## src/rtl/mem_access_ctrl_if.sv

```systemverilog
// MEM-stage request and 16-bit SRAM bus bundle for mem_access_ctrl.
// master = pipeline/SRAM side, slave = the controller.
interface mem_access_ctrl_if #(
   parameter int unsigned ADDR_W = 18
);
   logic              rdEn;
   logic              wrEn;
   logic [31:0]       address;
   logic [31:0]       writeData;
   logic [31:0]       readData;
   logic              ready;
   logic [ADDR_W-1:0] sramAddr;
   logic [15:0]       sramDqOut;
   logic [15:0]       sramDqIn;
   logic              sramDqOe;
   logic              sramWeN;
   logic              sramOeN;

   modport master (
      output rdEn, wrEn, address, writeData, sramDqIn,
      input  readData, ready, sramAddr, sramDqOut, sramDqOe, sramWeN, sramOeN
   );

   modport slave (
      input  rdEn, wrEn, address, writeData, sramDqIn,
      output readData, ready, sramAddr, sramDqOut, sramDqOe, sramWeN, sramOeN
   );
endinterface

```

## src/rtl/mem_access_ctrl.sv

```systemverilog
// Splits 32-bit MEM-stage loads/stores into two wait-stated 16-bit SRAM accesses
// and drives ready so the pipeline freezes until the access completes.
module mem_access_ctrl #(
   parameter int unsigned BASE_ADDR   = 1024,
   parameter int unsigned ADDR_W      = 18,
   parameter int unsigned WAIT_CYCLES = 2
) (
   input logic              clk,
   input logic              rst,
   mem_access_ctrl_if.slave bus
);
   typedef enum logic [1:0] {StIdle, StLo, StHi, StDone} state_e;

   localparam logic [3:0] LastCnt = 4'(WAIT_CYCLES - 1);

   state_e            stateQ, stateD;
   logic [3:0]        cntQ, cntD;
   logic              isWrQ, isWrD;
   logic [31:0]       wDataQ, wDataD;
   logic [31:0]       readDataQ, readDataD;
   logic [ADDR_W-1:0] sramAddrQ, sramAddrD;
   logic [15:0]       dqOutQ, dqOutD;

   logic              req;
   logic              lastCycle;
   logic              busy;
   logic [31:0]       offset;
   logic [ADDR_W-2:0] reqIdx;
   logic              unusedOffset;

   // Word index wraps modulo the SRAM size; the byte offset within a word is ignored.
   assign offset       = bus.address - 32'(BASE_ADDR);
   assign reqIdx       = offset[ADDR_W:2];
   assign unusedOffset = ^{offset[31:ADDR_W+1], offset[1:0]};

   assign req       = bus.rdEn | bus.wrEn;
   assign lastCycle = (cntQ == LastCnt);

   always_comb begin
      stateD    = stateQ;
      cntD      = cntQ;
      isWrD     = isWrQ;
      wDataD    = wDataQ;
      readDataD = readDataQ;
      sramAddrD = sramAddrQ;
      dqOutD    = dqOutQ;
      unique case (stateQ)
         StIdle: begin
            if (req) begin
               stateD    = StLo;
               cntD      = 4'd0;
               isWrD     = bus.wrEn;
               wDataD    = bus.writeData;
               sramAddrD = {reqIdx, 1'b0};
               if (bus.wrEn) begin
                  dqOutD = bus.writeData[15:0];
               end
            end
         end
         StLo: begin
            if (lastCycle) begin
               stateD    = StHi;
               cntD      = 4'd0;
               sramAddrD = {sramAddrQ[ADDR_W-1:1], 1'b1};
               if (isWrQ) begin
                  dqOutD = wDataQ[31:16];
               end else begin
                  readDataD[15:0] = bus.sramDqIn;
               end
            end else begin
               cntD = cntQ + 4'd1;
            end
         end
         StHi: begin
            if (lastCycle) begin
               stateD = StDone;
               if (!isWrQ) begin
                  readDataD[31:16] = bus.sramDqIn;
               end
            end else begin
               cntD = cntQ + 4'd1;
            end
         end
         StDone: begin
            stateD = StIdle;
         end
         default: begin
            stateD = StIdle;
         end
      endcase
   end

   always_ff @(posedge clk or negedge rst) begin
      if (!rst) begin
         stateQ    <= StIdle;
         cntQ      <= 4'd0;
         isWrQ     <= 1'b0;
         wDataQ    <= 32'd0;
         readDataQ <= 32'd0;
         sramAddrQ <= '0;
         dqOutQ    <= 16'd0;
      end else begin
         stateQ    <= stateD;
         cntQ      <= cntD;
         isWrQ     <= isWrD;
         wDataQ    <= wDataD;
         readDataQ <= readDataD;
         sramAddrQ <= sramAddrD;
         dqOutQ    <= dqOutD;
      end
   end

   // A fresh request in IDLE drops ready in the same cycle so the pipeline freezes at once.
   assign busy          = (stateQ == StLo) || (stateQ == StHi);
   assign bus.ready     = (stateQ == StDone) || ((stateQ == StIdle) && !req);
   assign bus.sramDqOe  = busy && isWrQ;
   assign bus.sramWeN   = !(busy && isWrQ);
   assign bus.sramOeN   = !(busy && !isWrQ);
   assign bus.sramAddr  = sramAddrQ;
   assign bus.sramDqOut = dqOutQ;
   assign bus.readData  = readDataQ;
endmodule

```

## src/flat_wrapper.sv

```systemverilog
// flat-port wrapper written by rule: the top's interface ports become plain ports
module mem_access_ctrl_flat 
#(
   parameter int unsigned BASE_ADDR   = 1024,
   parameter int unsigned ADDR_W      = 18,
   parameter int unsigned WAIT_CYCLES = 2
)
  (clk, rst, bus_rdEn, bus_wrEn, bus_address, bus_writeData, bus_sramDqIn, bus_readData, bus_ready, bus_sramAddr, bus_sramDqOut, bus_sramDqOe, bus_sramWeN, bus_sramOeN);
  mem_access_ctrl_if #(.ADDR_W(ADDR_W)) bus_i ();
  input logic clk;
  input logic rst;
  input wire logic [$bits(bus_i.rdEn)-1:0] bus_rdEn;
  input wire logic [$bits(bus_i.wrEn)-1:0] bus_wrEn;
  input wire logic [$bits(bus_i.address)-1:0] bus_address;
  input wire logic [$bits(bus_i.writeData)-1:0] bus_writeData;
  input wire logic [$bits(bus_i.sramDqIn)-1:0] bus_sramDqIn;
  output wire logic [$bits(bus_i.readData)-1:0] bus_readData;
  output wire logic [$bits(bus_i.ready)-1:0] bus_ready;
  output wire logic [$bits(bus_i.sramAddr)-1:0] bus_sramAddr;
  output wire logic [$bits(bus_i.sramDqOut)-1:0] bus_sramDqOut;
  output wire logic [$bits(bus_i.sramDqOe)-1:0] bus_sramDqOe;
  output wire logic [$bits(bus_i.sramWeN)-1:0] bus_sramWeN;
  output wire logic [$bits(bus_i.sramOeN)-1:0] bus_sramOeN;
  assign bus_i.rdEn = bus_rdEn;
  assign bus_i.wrEn = bus_wrEn;
  assign bus_i.address = bus_address;
  assign bus_i.writeData = bus_writeData;
  assign bus_i.sramDqIn = bus_sramDqIn;
  assign bus_readData = bus_i.readData;
  assign bus_ready = bus_i.ready;
  assign bus_sramAddr = bus_i.sramAddr;
  assign bus_sramDqOut = bus_i.sramDqOut;
  assign bus_sramDqOe = bus_i.sramDqOe;
  assign bus_sramWeN = bus_i.sramWeN;
  assign bus_sramOeN = bus_i.sramOeN;
  mem_access_ctrl #(.BASE_ADDR(BASE_ADDR), .ADDR_W(ADDR_W), .WAIT_CYCLES(WAIT_CYCLES)) u_core (.clk(clk), .rst(rst), .bus(bus_i));
endmodule
```

## config.mk

```make
export PLATFORM = sky130hd
export DESIGN_NAME = mem_access_ctrl_flat
export DESIGN_NICKNAME = d
export VERILOG_FILES = /design/src/rtl/mem_access_ctrl_if.sv /design/src/rtl/mem_access_ctrl.sv /design/src/flat_wrapper.sv
export SDC_FILE = /design/constraint.sdc
export NUM_CORES = 1
export LEC_CHECK = 0
export BUFFER_PORTS_ARGS = -buffer_cell sky130_fd_sc_hd__buf_2
export CORE_ASPECT_RATIO = 0.9
export CORE_MARGIN = 2
export CORE_UTILIZATION = 44
export CTS_CLUSTER_SIZE = 28
export DETAILED_ROUTE_END_ITERATION = 12
export GPL_TIMING_DRIVEN = 0
export PLACE_DENSITY = 0.76
export SLEW_MARGIN = 30
export SYNTH_ARGS = -nofsm -noshare
export SYNTH_HDL_FRONTEND = slang
export SYNTH_SLANG_ARGS = --single-unit
```

## constraint.sdc

```tcl
create_clock -name clk -period 2 [get_ports clk]
set_input_delay 0.1 -clock clk [delete_from_list [all_inputs] [get_ports clk]]
set_output_delay 0.1 -clock clk [all_outputs]
set_load 0.02 [all_outputs]
```

==> out/qor.csv, run 1 <==
metric;value;unit
status;finished clean;
power_frac_clock;17.1;%
ys_seq_elements;89;
fin_crit_sh;95.9;%
postSynthNetCount;393;
ff2ff_path_depth;8;
overflow;0;
yosys_most_used_dff;dfrtp_1;
hold_class;in2reg;
swShare;38.5;%
synth-async-reset-ratio;100;%
die_w;104;um
start_kind;flop;
cp-end-kind;flop;
synth_edf_count;0;
track_usage;18.9;%
power.share.combinational;45.9;%
drt_iter0_drc;102;
switchingPower;0.00325;W
fin_nets;583;
die-area;9720;um^2
cap_violations;0;
grt_max_degree;69;
insertion_delay;0.34;ns
hpwl;6.07;mm
synth_top_area_share;56.6;%
worstReg2RegStart;u_core.stateQ[1];
clock_skew;0.00812;ns
final_hold_viol_count;0;
drt-wirelength-per-cell;14.9;um
cts-root-buf;clkbuf_8;
crit_arrival;2.15;ns
io_pins;154;
finalSetupTns;0;ns
p_leak;2.66;nW
period_needed;1.92;ns
critPathKind;reg2reg;
r2r_end;u_core.bus.sramDqOut[11];
synth_area_leaders;dfrtp_1 57%, mux2_2 14%, a221o_1 5.3%, and2_1 2.9%, ha_1 2.5%;
r2r_slack;0.08;ns
whs_path_depth;3;
port_buffers;137;
cts.sinks;89;
setup_viol;0;
initial_core_util;45.5;%
power_density;1550;nW/um^2
core;8650;um^2
cts_buffer_depth;2;
worst_slew_pin_slew;0.814;ns
vdd_drop_max;0.866;mV
ctsHtreeMaxLevel;3;
syn_to_final_growth;38.6;%
synth_cell_type_count;44;
dr.pass1.iters;4;
rows;32;
fmax;0.521;GHz
vias;3088;
routed_wl;9.14;mm
syn_area;3940;um^2
slew_violations;0;
required;2.23;ns
avgSynthCellArea;13.1;um^2
cts_made_buffers;9;
syn-instance-count;301;
ant_nets;0;
via_per_inst;5.02;
layout-drive-gt1-share;46.6;%
hp-start;bus_address[5];
antenna_found_initial;0;
drc;0;
synth_top_area_cell;dfrtp_1;
path_clk_slew;0.09;ns
grt_pass1_wl;14.7;mm
diodes;0;
path_max_fanout;10;
gp_congestion;0.809;
seq_area_frac_synth;56.6;%
yosys_warnings;0;
internal_power;0.00520;W
hold_path_end;u_core.bus.sramAddr[4];
startpoint;u_core.stateQ[1];
seqPwrFrac;37.0;%
grt_pass1_vias;3172;
fp.dieH;93.7;um
cts_tree;yes;
dp.cells;558;
power;0.00845;W
slew_headroom;45.2;%
layout.cells.non_filler;615;
## cells by family after synthesis
family / synth area share (%)
xor gates and xnor gates: 0.445
and+or+nand+nor: 11.5
adders and majority gates: 2.54
buffers and inverters: 3.34
AOI/OAI and AO/OA: 11.3
muxes: 14.3
DFF: 56.6
## registers in the layout, indices dropped and copies added (netlist names)
register	flops
u_core.bus.readData	32
u_core.bus.sramAddr	18
u_core.bus.sramDqOut	16
u_core.wDataQ	16
u_core.cntQ	4
u_core.stateQ	2
u_core.isWrQ	1
## worst max-delay path by stage
stage	endpoint	slack [ns]	cells past startpoint
floorplan	u_core.stateQ[1]	0.11	5
global placement	u_core.stateQ[1]	-0.01	5
detailed placement	u_core.stateQ[1]	-0.04	5
CTS	bus_ready	0.02	5
global route	u_core.bus.sramDqOut[11]	-0.008	8
finish	u_core.bus.sramDqOut[11]	0.08	8
## layout by cell type (no fill, tap or decap), drive strengths merged, types with 2 or more instances in the layout
master,count
buf,155
dfrtp,89
mux2,49
dlygate4sd3,36
a221o,21
and2,18
nand2,17
clkbuf,14
nand2b,12
o21ai,12
inv,10
ha,8
nor2,7
nor3,5
o31ai,4
nor3b,4
a22o,4
a2111oi,3
bufinv,3
nor4,2
or4,2
a21oi,2
clkinv,2
## final cells by class
type	count	area [um^2]
multi-input cells	187	1590
fillers	696	3190
inverters	10	37.5
plain buffers	15	95.1
flip-flops and latches	89	2230
clock inverters	5	104
clock buffers	11	131
well taps	119	149
repair buffers	179	1120
## power groups by stage
stage          registers (W)  logic, W  clock network, W
2_1_floorplan        0.00388   0.00176                 0
3_3_place_gp         0.00311   0.00365                 0
3_5_place_dp         0.00314   0.00377                 0
4_1_cts              0.00312   0.00385           0.00149
5_1_grt              0.00323   0.00421           0.00156
6_report             0.00312   0.00388           0.00145
## per-stage QoR
step	cell area, um^2	setup WS, ns	hold slack, ns	util [%]
6_report	5450	0.0812	0.0215	63.1
5_1_grt	5450	-0.00807	0.00759	63.1
4_1_cts	5410	0.0157	0.000163	62.5
3_5_place_dp	4800	-0.0393	-0.0380	55.6
3_3_place_gp	4770	-0.0112	0.332	55.2
2_1_floorplan	3940	0.112	-0.196	-
## cell usage after synthesis, types with 3 or more instances
library cell and number:
clkbuf_1 4, and2_1 18, nand2b_1 11, o21ai_0 10
nand2_1 15, nor3b_1 3, o31ai_1 4, nor2_1 7
a2111oi_0 3, buf_2 6, inv_1 10, dfrtp_1 89
a221o_1 21, nor3_1 5, buf_6 3, a22o_1 3
ha_1 8, mux2_2 49
## worst max-delay path, stage by stage (launching register included)
cell and delay (ns):
dfrtp_1 0.41, inv_2 0.10, ha_1 0.14, buf_4 0.17
and3b_1 0.19, buf_2 0.17, buf_2 0.18, and2_1 0.17
a221o_1 0.27
## layer usage
layer	vias to the layer above	share of wire, %	track usage [%]
li1	1470	-	-
met1	1501	43	22.8
met2	113	49	33.0
met3	4	7.2	6.52
met4	0	0.47	4.28
met5	-	0	0
## timing repair
| action | CTS | global route |
|---|---|---|
| pin swaps | 0 | 1 |
| resized for setup | 5 | 3 |
| endpoints found under the setup margin | 12 | 11 |
| hold buffers | 35 | 1 |
| buffers inserted | 0 | 5 |
| endpoints found under the hold margin | 139 | 1 |
Power figures use the tool's default switching activity.
==> run 2, diff against run 1 <==
--- a/config.mk
+++ b/config.mk
@@ -5,6 +5,7 @@
 export SDC_FILE = /design/constraint.sdc
 export NUM_CORES = 1
 export LEC_CHECK = 0
+export ABC_AREA = 1
 export BUFFER_PORTS_ARGS = -buffer_cell sky130_fd_sc_hd__buf_2
 export CORE_ASPECT_RATIO = 0.9
 export CORE_MARGIN = 2
==> run 2 against run 1 <==
  * Synthesized cell count up 57%
  * Sequential power about the same
  * Cell count up 28%
  * Highest routed layer unchanged
  * Clock power down 12%
  * Wire length up 11%
  * Sequential share of layout area up 0.34 points
  * Via count up 20%
==> out/qor.csv, run 2 <==
metric;value;unit;change
synth_cell_type_count;25;;was 44
synth_top_area_share;56.2;%;was 56.6%
drt-wirelength-per-cell;12.9;um;was 14.9 um
largest_reg_flops;32;;unchanged
cap_violations;0;;unchanged
hold_path_end;u_core.bus.readData[20];;was u_core.bus.sramAddr[4]
initial_core_util;45.9;%;was 45.5%
cts_made_buffers;9;;unchanged
worstReg2RegStart;u_core.stateQ[1];;unchanged
syn-instance-count;474;;was 301
worst_slew_pin_slew;0.487;ns;was 0.814 ns
critPathKind;reg2reg;;unchanged
ff2ff_path_depth;8;;unchanged
fillers;744;;was 696
avgSynthCellArea;8.37;um^2;was 13.1 um^2
startpoint;u_core.stateQ[1];;unchanged
io_pins;154;;unchanged
period_needed;1.83;ns;was 1.92 ns
rows;32;;unchanged
synth_most_common_cell;nand2_1;;was dfrtp_1
final_hold_viol_count;0;;unchanged
crit_path_top_delay_cell;clkbuf_1;;was dfrtp_1
cts_buffer_depth;2;;unchanged
vias;3702;;was 3088
path_max_fanout;10;;unchanged
dp.cells;732;;was 558
grt_pass1_wl;17.0;mm;was 14.7 mm
fp.dieH;94.1;um;was 93.7 um
dr.pass1.iters;4;;unchanged
slew_headroom;67.6;%;was 45.2%
via_per_inst;4.72;;was 5.02
ys_seq_elements;89;;unchanged
status;finished clean;;unchanged
hpwl;7.21;mm;was 6.07 mm
syn_area;3970;um^2;was 3940 um^2
drc;0;;unchanged
drt_iter0_drc;132;;was 102
die_w;104;um;about the same
routed_wl;10.2;mm;was 9.14 mm
synth_area_leaders;dfrtp_1 56%, nand2_1 20%, o21ai_0 4.4%, inv_1 3.7%, nand3_1 3.2%;;was dfrtp_1 57%, mux2_2 14%, a221o_1 5.3%, and2_1 2.9%, ha_1 2.5%
critPathTopFamily;buffers and inverters;;unchanged
layout.cells.non_filler;785;;was 615
yosys_most_used_dff;dfrtp_1;;unchanged
crit_buf_inv;3;;was 4
final_cell_mix;214 x nand2_1, 146 x buf_2, 89 x dfrtp_1;;was 142 x buf_2, 89 x dfrtp_1, 49 x mux2_2
insertion_delay;0.35;ns;was 0.34 ns
postCtsResizedCells;0;;was 5
layout_commonest_cell;nand2_1;;was buf_2
vdd_drop_max;0.903;mV;was 0.866 mV
hp-start;bus_sramDqIn[4];;was bus_address[5]
track_usage;21.7;%;was 18.9%
critPathMaxStageDelay;0.41;ns;about the same
postSynthNetCount;566;;was 393
power_density;1570;nW/um^2;was 1550 nW/um^2
ctsHtreeMaxLevel;3;;unchanged
synth-async-reset-ratio;100;%;unchanged
port_buffers;138;;was 137
syn_to_final_growth;36.4;%;was 38.6%
grt_max_degree;69;;unchanged
cts-root-buf;clkbuf_8;;unchanged
seq_area_frac_synth;56.2;%;was 56.6%
start_kind;flop;;unchanged
die-area;9790;um^2;was 9720 um^2
hold_class;in2reg;;unchanged
r2r_slack;0.17;ns;was 0.08 ns
synth_edf_count;0;;unchanged
gp_congestion;0.882;;was 0.809
overflow;0;;unchanged
cts.sinks;89;;unchanged
grt_pass1_vias;3633;;was 3172
layout-drive-gt1-share;27.1;%;was 46.6%
cp-end-kind;flop;;unchanged
fmax;0.546;GHz;was 0.521 GHz
ant_nets;0;;unchanged
setup_viol;0;;unchanged
grt_setup_unrepaired;no;;
finalSetupTns;0;ns;unchanged
antenna_found_initial;1;;was 0
synth_common_cells;214 x nand2_1, 89 x dfrtp_1, 39 x inv_1;;was 89 x dfrtp_1, 49 x mux2_2, 21 x a221o_1
fin_nets;752;;was 583
whs_path_depth;3;;unchanged
slew_violations;0;;unchanged
path_clk_slew;0.08;ns;was 0.09 ns
required;2.25;ns;was 2.23 ns
yosys_warnings;0;;unchanged
clock_skew;0.00822;ns;was 0.00812 ns
path_cells;inv_1, ha_1, inv_2, nor2_4, nand3_2, clkbuf_1, nand2_1, o21ai_0;;was inv_2, ha_1, buf_4, and3b_1, buf_2, buf_2, and2_1, a221o_1
cts_tree;yes;;unchanged
core;8650;um^2;unchanged
fin_crit_sh;91.5;%;was 95.9%
crit_arrival;2.08;ns;was 2.15 ns
synth_top_area_cell;dfrtp_1;;unchanged
p_leak;3.08;nW;was 2.66 nW
r2r_end;u_core.bus.readData[11];;was u_core.bus.sramDqOut[11]
run 2: cell type report:
| cell class | instances | area, um^2 | area share [%] |
|---|---|---|---|
| flip-flops and latches | 89 | 2230 | 41.2 |
| multi-input cells | 327 | 1500 | 27.7 |
| repair buffers | 175 | 1080 | 20.1 |
| inverters | 42 | 158 | 2.91 |
| clock buffers | 12 | 155 | 2.87 |
| well taps | 119 | 149 | 2.75 |
| plain buffers | 16 | 83.8 | 1.55 |
| clock inverters | 4 | 51.3 | 0.948 |
| diodes | 1 | 2.50 | 0.0463 |
run 2: how the worst max path moves through the flow:
stage | to | slack [ns] | depth (start not counted)
2_1_floorplan | u_core.bus.sramDqOut[10] | 0.47 | 9
3_5_place_dp | u_core.bus.readData[11] | 0.21 | 8
3_3_place_gp | u_core.bus.sramDqOut[13] | 0.06 | 1
6_report | u_core.bus.readData[11] | 0.17 | 8
4_1_cts | u_core.bus.readData[11] | 0.18 | 8
5_1_grt | u_core.bus.readData[11] | 0.01 | 8
run 2: stage by stage:
step	area [um^2]	utilization (%)	hold WS (ns)	worst slack [ns]	total power, W
floorplan	3970	-	-0.196	0.467	0.00586
global placement	4810	55.6	0.303	0.0618	0.00707
detailed placement	4840	56.0	-0.0328	0.206	0.00722
CTS	5410	62.5	0.00133	0.182	0.00857
global route	5410	62.5	0.0145	0.0101	0.00920
finish	5410	62.5	0.0133	0.169	0.00852
run 2: routing by layer:
metal | up-vias | global-route usage (%) | wire (um)
li1 | 1850 | - | -
met1 | 1717 | 27.1 | 4490
met2 | 123 | 37.1 | 4920
met3 | 12 | 6.38 | 640
met4 | 0 | 6.31 | 105
met5 | - | 0 | 0
run 2: where the power goes:
part | switching, W | internal [W] | total [W]
Combinational | 0.00268 | 0.00141 | 0.00409
Clock | 0.000629 | 0.000647 | 0.00128
Sequential | 0.000492 | 0.00266 | 0.00315
Total | 0.00380 | 0.00472 | 0.00852
run 2: cells by family (layout without fill, tap and decap cells):
kind of cell / Yosys count / in the layout / synth area share, %
AND/OR/NAND/NOR: 261 / 261 / 26.5
AO/OA/AOI/OAI: 56 / 56 / 8.27
adder cells (fa/ha/maj): 8 / 8 / 2.52
flip-flops: 89 / 89 / 56.2
other: 0 / 1 / 0
buffers and inverters: 58 / 249 / 6.09
XOR/XNOR: 2 / 2 / 0.442
run 2: timing repair:
| item | 4_1_cts | 5_1_grt |
|---|---|---|
| hold buffers | 36 | 0 |
| buffers inserted | 0 | 0 |
| endpoints found under the hold margin | 125 | 0 |
run 2: worst register-to-register path: stages, from the launching register on:
cell and delay [ns]:
dfrtp_1 0.40, inv_1 0.09, ha_1 0.22, inv_2 0.17
nor2_4 0.06, nand3_2 0.12, clkbuf_1 0.41, nand2_1 0.13
o21ai_0 0.13
==> run 3, diff against run 2 <==
--- a/config.mk
+++ b/config.mk
@@ -9,11 +9,11 @@
 export BUFFER_PORTS_ARGS = -buffer_cell sky130_fd_sc_hd__buf_2
 export CORE_ASPECT_RATIO = 0.9
 export CORE_MARGIN = 2
-export CORE_UTILIZATION = 44
+export CORE_UTILIZATION = 49
 export CTS_CLUSTER_SIZE = 28
 export DETAILED_ROUTE_END_ITERATION = 12
 export GPL_TIMING_DRIVEN = 0
-export PLACE_DENSITY = 0.76
+export PLACE_DENSITY = 0.8
 export SLEW_MARGIN = 30
 export SYNTH_ARGS = -nofsm -noshare
 export SYNTH_HDL_FRONTEND = slang
==> constraint.sdc (replaced) <==
create_clock -name clk -period 2.1 [get_ports clk]
set_input_delay 0.105 -clock clk [delete_from_list [all_inputs] [get_ports clk]]
set_output_delay 0.105 -clock clk [all_outputs]
set_load 0.02 [all_outputs]
==> run 3 against run 2 <==
  * Design area is 0.67% lower
  * Register-to-register slack better by 0.18 ns
  * Clock skew is 0.0068 ns higher
  * Critical path depth is 1 higher
  * Via count hardly changed
  * Critical path type unchanged
  * Critical endpoint is now u_core.bus.sramDqOut[14]
  * Largest power group unchanged
  * Highest routed layer unchanged
==> out/qor.csv, run 3 (synthesis gave the netlist of run 2 again) <==
metric;value;unit;change
drt-wirelength-per-cell;13.5;um;was 12.9 um
slew_violations;0;;unchanged
initial_core_util;49.9;%;was 45.9%
cts_buffer_depth;2;;unchanged
die_w;98.8;um;was 104 um
fin_crit_sh;83.2;%;was 91.5%
critPathKind;reg2reg;;unchanged
power_density;1520;nW/um^2;was 1570 nW/um^2
setup_viol;0;;unchanged
finalSetupTns;0;ns;unchanged
cts_made_buffers;9;;unchanged
path_clk_slew;0.09;ns;was 0.08 ns
power;0.00819;W;was 0.00852 W
drt_iter0_drc;152;;was 132
vdd_drop_max;0.898;mV;was 0.903 mV
grt_pass1_wl;16.7;mm;was 17.0 mm
dr.pass1.iters;4;;unchanged
cap_violations;0;;unchanged
cts-root-buf;clkbuf_8;;unchanged
worst_slew_pin_slew;0.476;ns;was 0.487 ns
hold_class;in2reg;;unchanged
grt_setup_unrepaired;no;;unchanged
fmax;0.572;GHz;was 0.546 GHz
cts_setup_buffers;0;;unchanged
diodes;0;;was 1
antenna_found_initial;0;;was 1
syn_to_final_growth;35.5;%;was 36.4%
p_leak;3.07;nW;was 3.08 nW
clock_skew;0.0151;ns;was 0.00822 ns
cts_tree;yes;;unchanged
rows;31;;was 32
insertion_delay;0.36;ns;was 0.35 ns
postCtsHoldBufs;34;;was 36
status;finished clean;;unchanged
final_hold_viol_count;0;;unchanged
ant_nets;0;;unchanged
ctsHtreeMaxLevel;3;;unchanged
routed_wl;10.2;mm;about the same
overflow;0;;unchanged
grt_max_degree;74;;was 69
gp_congestion;0.869;;was 0.882
postCtsResizedCells;0;;unchanged
largest_reg_flops;32;;unchanged
fin_nets;750;;was 752
die-area;8830;um^2;was 9790 um^2
path_max_fanout;10;;unchanged
via_per_inst;4.87;;was 4.72
hpwl;7.22;mm;was 7.21 mm
slew_headroom;68.3;%;was 67.6%
start_kind;flop;;unchanged
layout-drive-gt1-share;27.0;%;was 27.1%
core;7950;um^2;was 8650 um^2
drc;0;;unchanged
io_pins;154;;unchanged
required;2.36;ns;was 2.25 ns
crit_arrival;2.00;ns;was 2.08 ns
final_cell_mix;214 x nand2_1, 146 x buf_2, 89 x dfrtp_1;;unchanged
cts.sinks;89;;unchanged
cp-end-kind;flop;;unchanged
port_buffers;138;;unchanged
vias;3704;;was 3702
track_usage;23.7;%;was 21.7%
fp.dieH;89.4;um;was 94.1 um
period_needed;1.75;ns;was 1.83 ns
grt_pass1_vias;3671;;was 3633
layout_commonest_cell;nand2_1;;unchanged
-- run 3: power breakdown --
part / total [W] / leakage (nW) / switching [W] / internal (W)
clock: 0.00130 / 0.106 / 0.000599 / 0.000701
combinational: 0.00390 / 1.87 / 0.00256 / 0.00135
sequential: 0.00299 / 1.10 / 0.000457 / 0.00253
total: 0.00819 / 3.07 / 0.00361 / 0.00457
-- run 3: path summary, 6_finish.rpt --
check                                        startpoint                        to  slack, ns  depth (start not counted)
worst min register to register  u_core.bus.sramDqOut[2]   u_core.bus.sramDqOut[2]       0.47                          2
max in group asynchronous                           rst   u_core.bus.sramAddr[13]       1.37                          3
worst min-delay path                   bus_sramDqIn[13]   u_core.bus.readData[29]       0.01                          3
worst max-delay path                   u_core.stateQ[0]  u_core.bus.sramDqOut[14]       0.35                          9
worst max register to register         u_core.stateQ[0]  u_core.bus.sramDqOut[14]       0.35                          9
min in group asynchronous                           rst    u_core.bus.readData[0]       0.13                          2
-- run 3: per-stage QoR --
stage / util, % / hold WS, ns / area (um^2) / setup slack, ns / cells
final: 67.6 / 0.0146 / 5370 / 0.353 / 761
after floorplan: - / -0.191 / 3970 / 0.567 / 474
after global placement: 60.1 / 0.308 / 4780 / 0.192 / 711
after CTS: 67.6 / 0.00140 / 5370 / 0.332 / 761
after global routing: 67.6 / 0.0146 / 5370 / 0.185 / 761
after detailed placement: 60.6 / -0.0535 / 4810 / 0.332 / 712
-- run 3: layout make-up --
cell class / count / area [um^2]
Fill cell: 616 / 2580
Clock inverter: 4 / 76.3
Timing Repair Buffer: 173 / 1060
Sequential cell: 89 / 2230
Tap cell: 99 / 124
Clock buffer: 11 / 141
Buffer: 16 / 83.8
Multi-Input combinational cell: 327 / 1500
Inverter: 42 / 158
-- run 3: critical path: stages, from the launching register on --
cell and delay (ns):
dfrtp_1 0.39, inv_1 0.10, ha_1 0.28, inv_2 0.10
nand2_1 0.11, a21oi_4 0.29, nand2_4 0.12, buf_6 0.16
nand2_1 0.06, nand2_1 0.04
-- run 3: metal layers --
metal,track usage (%),vias to the layer above,wire length [um]
li1,-,1845,-
met1,28.7,1728,4360
met4,8.84,0,128
met3,6.33,12,752
met5,0,-,0
met2,41.2,119,5000
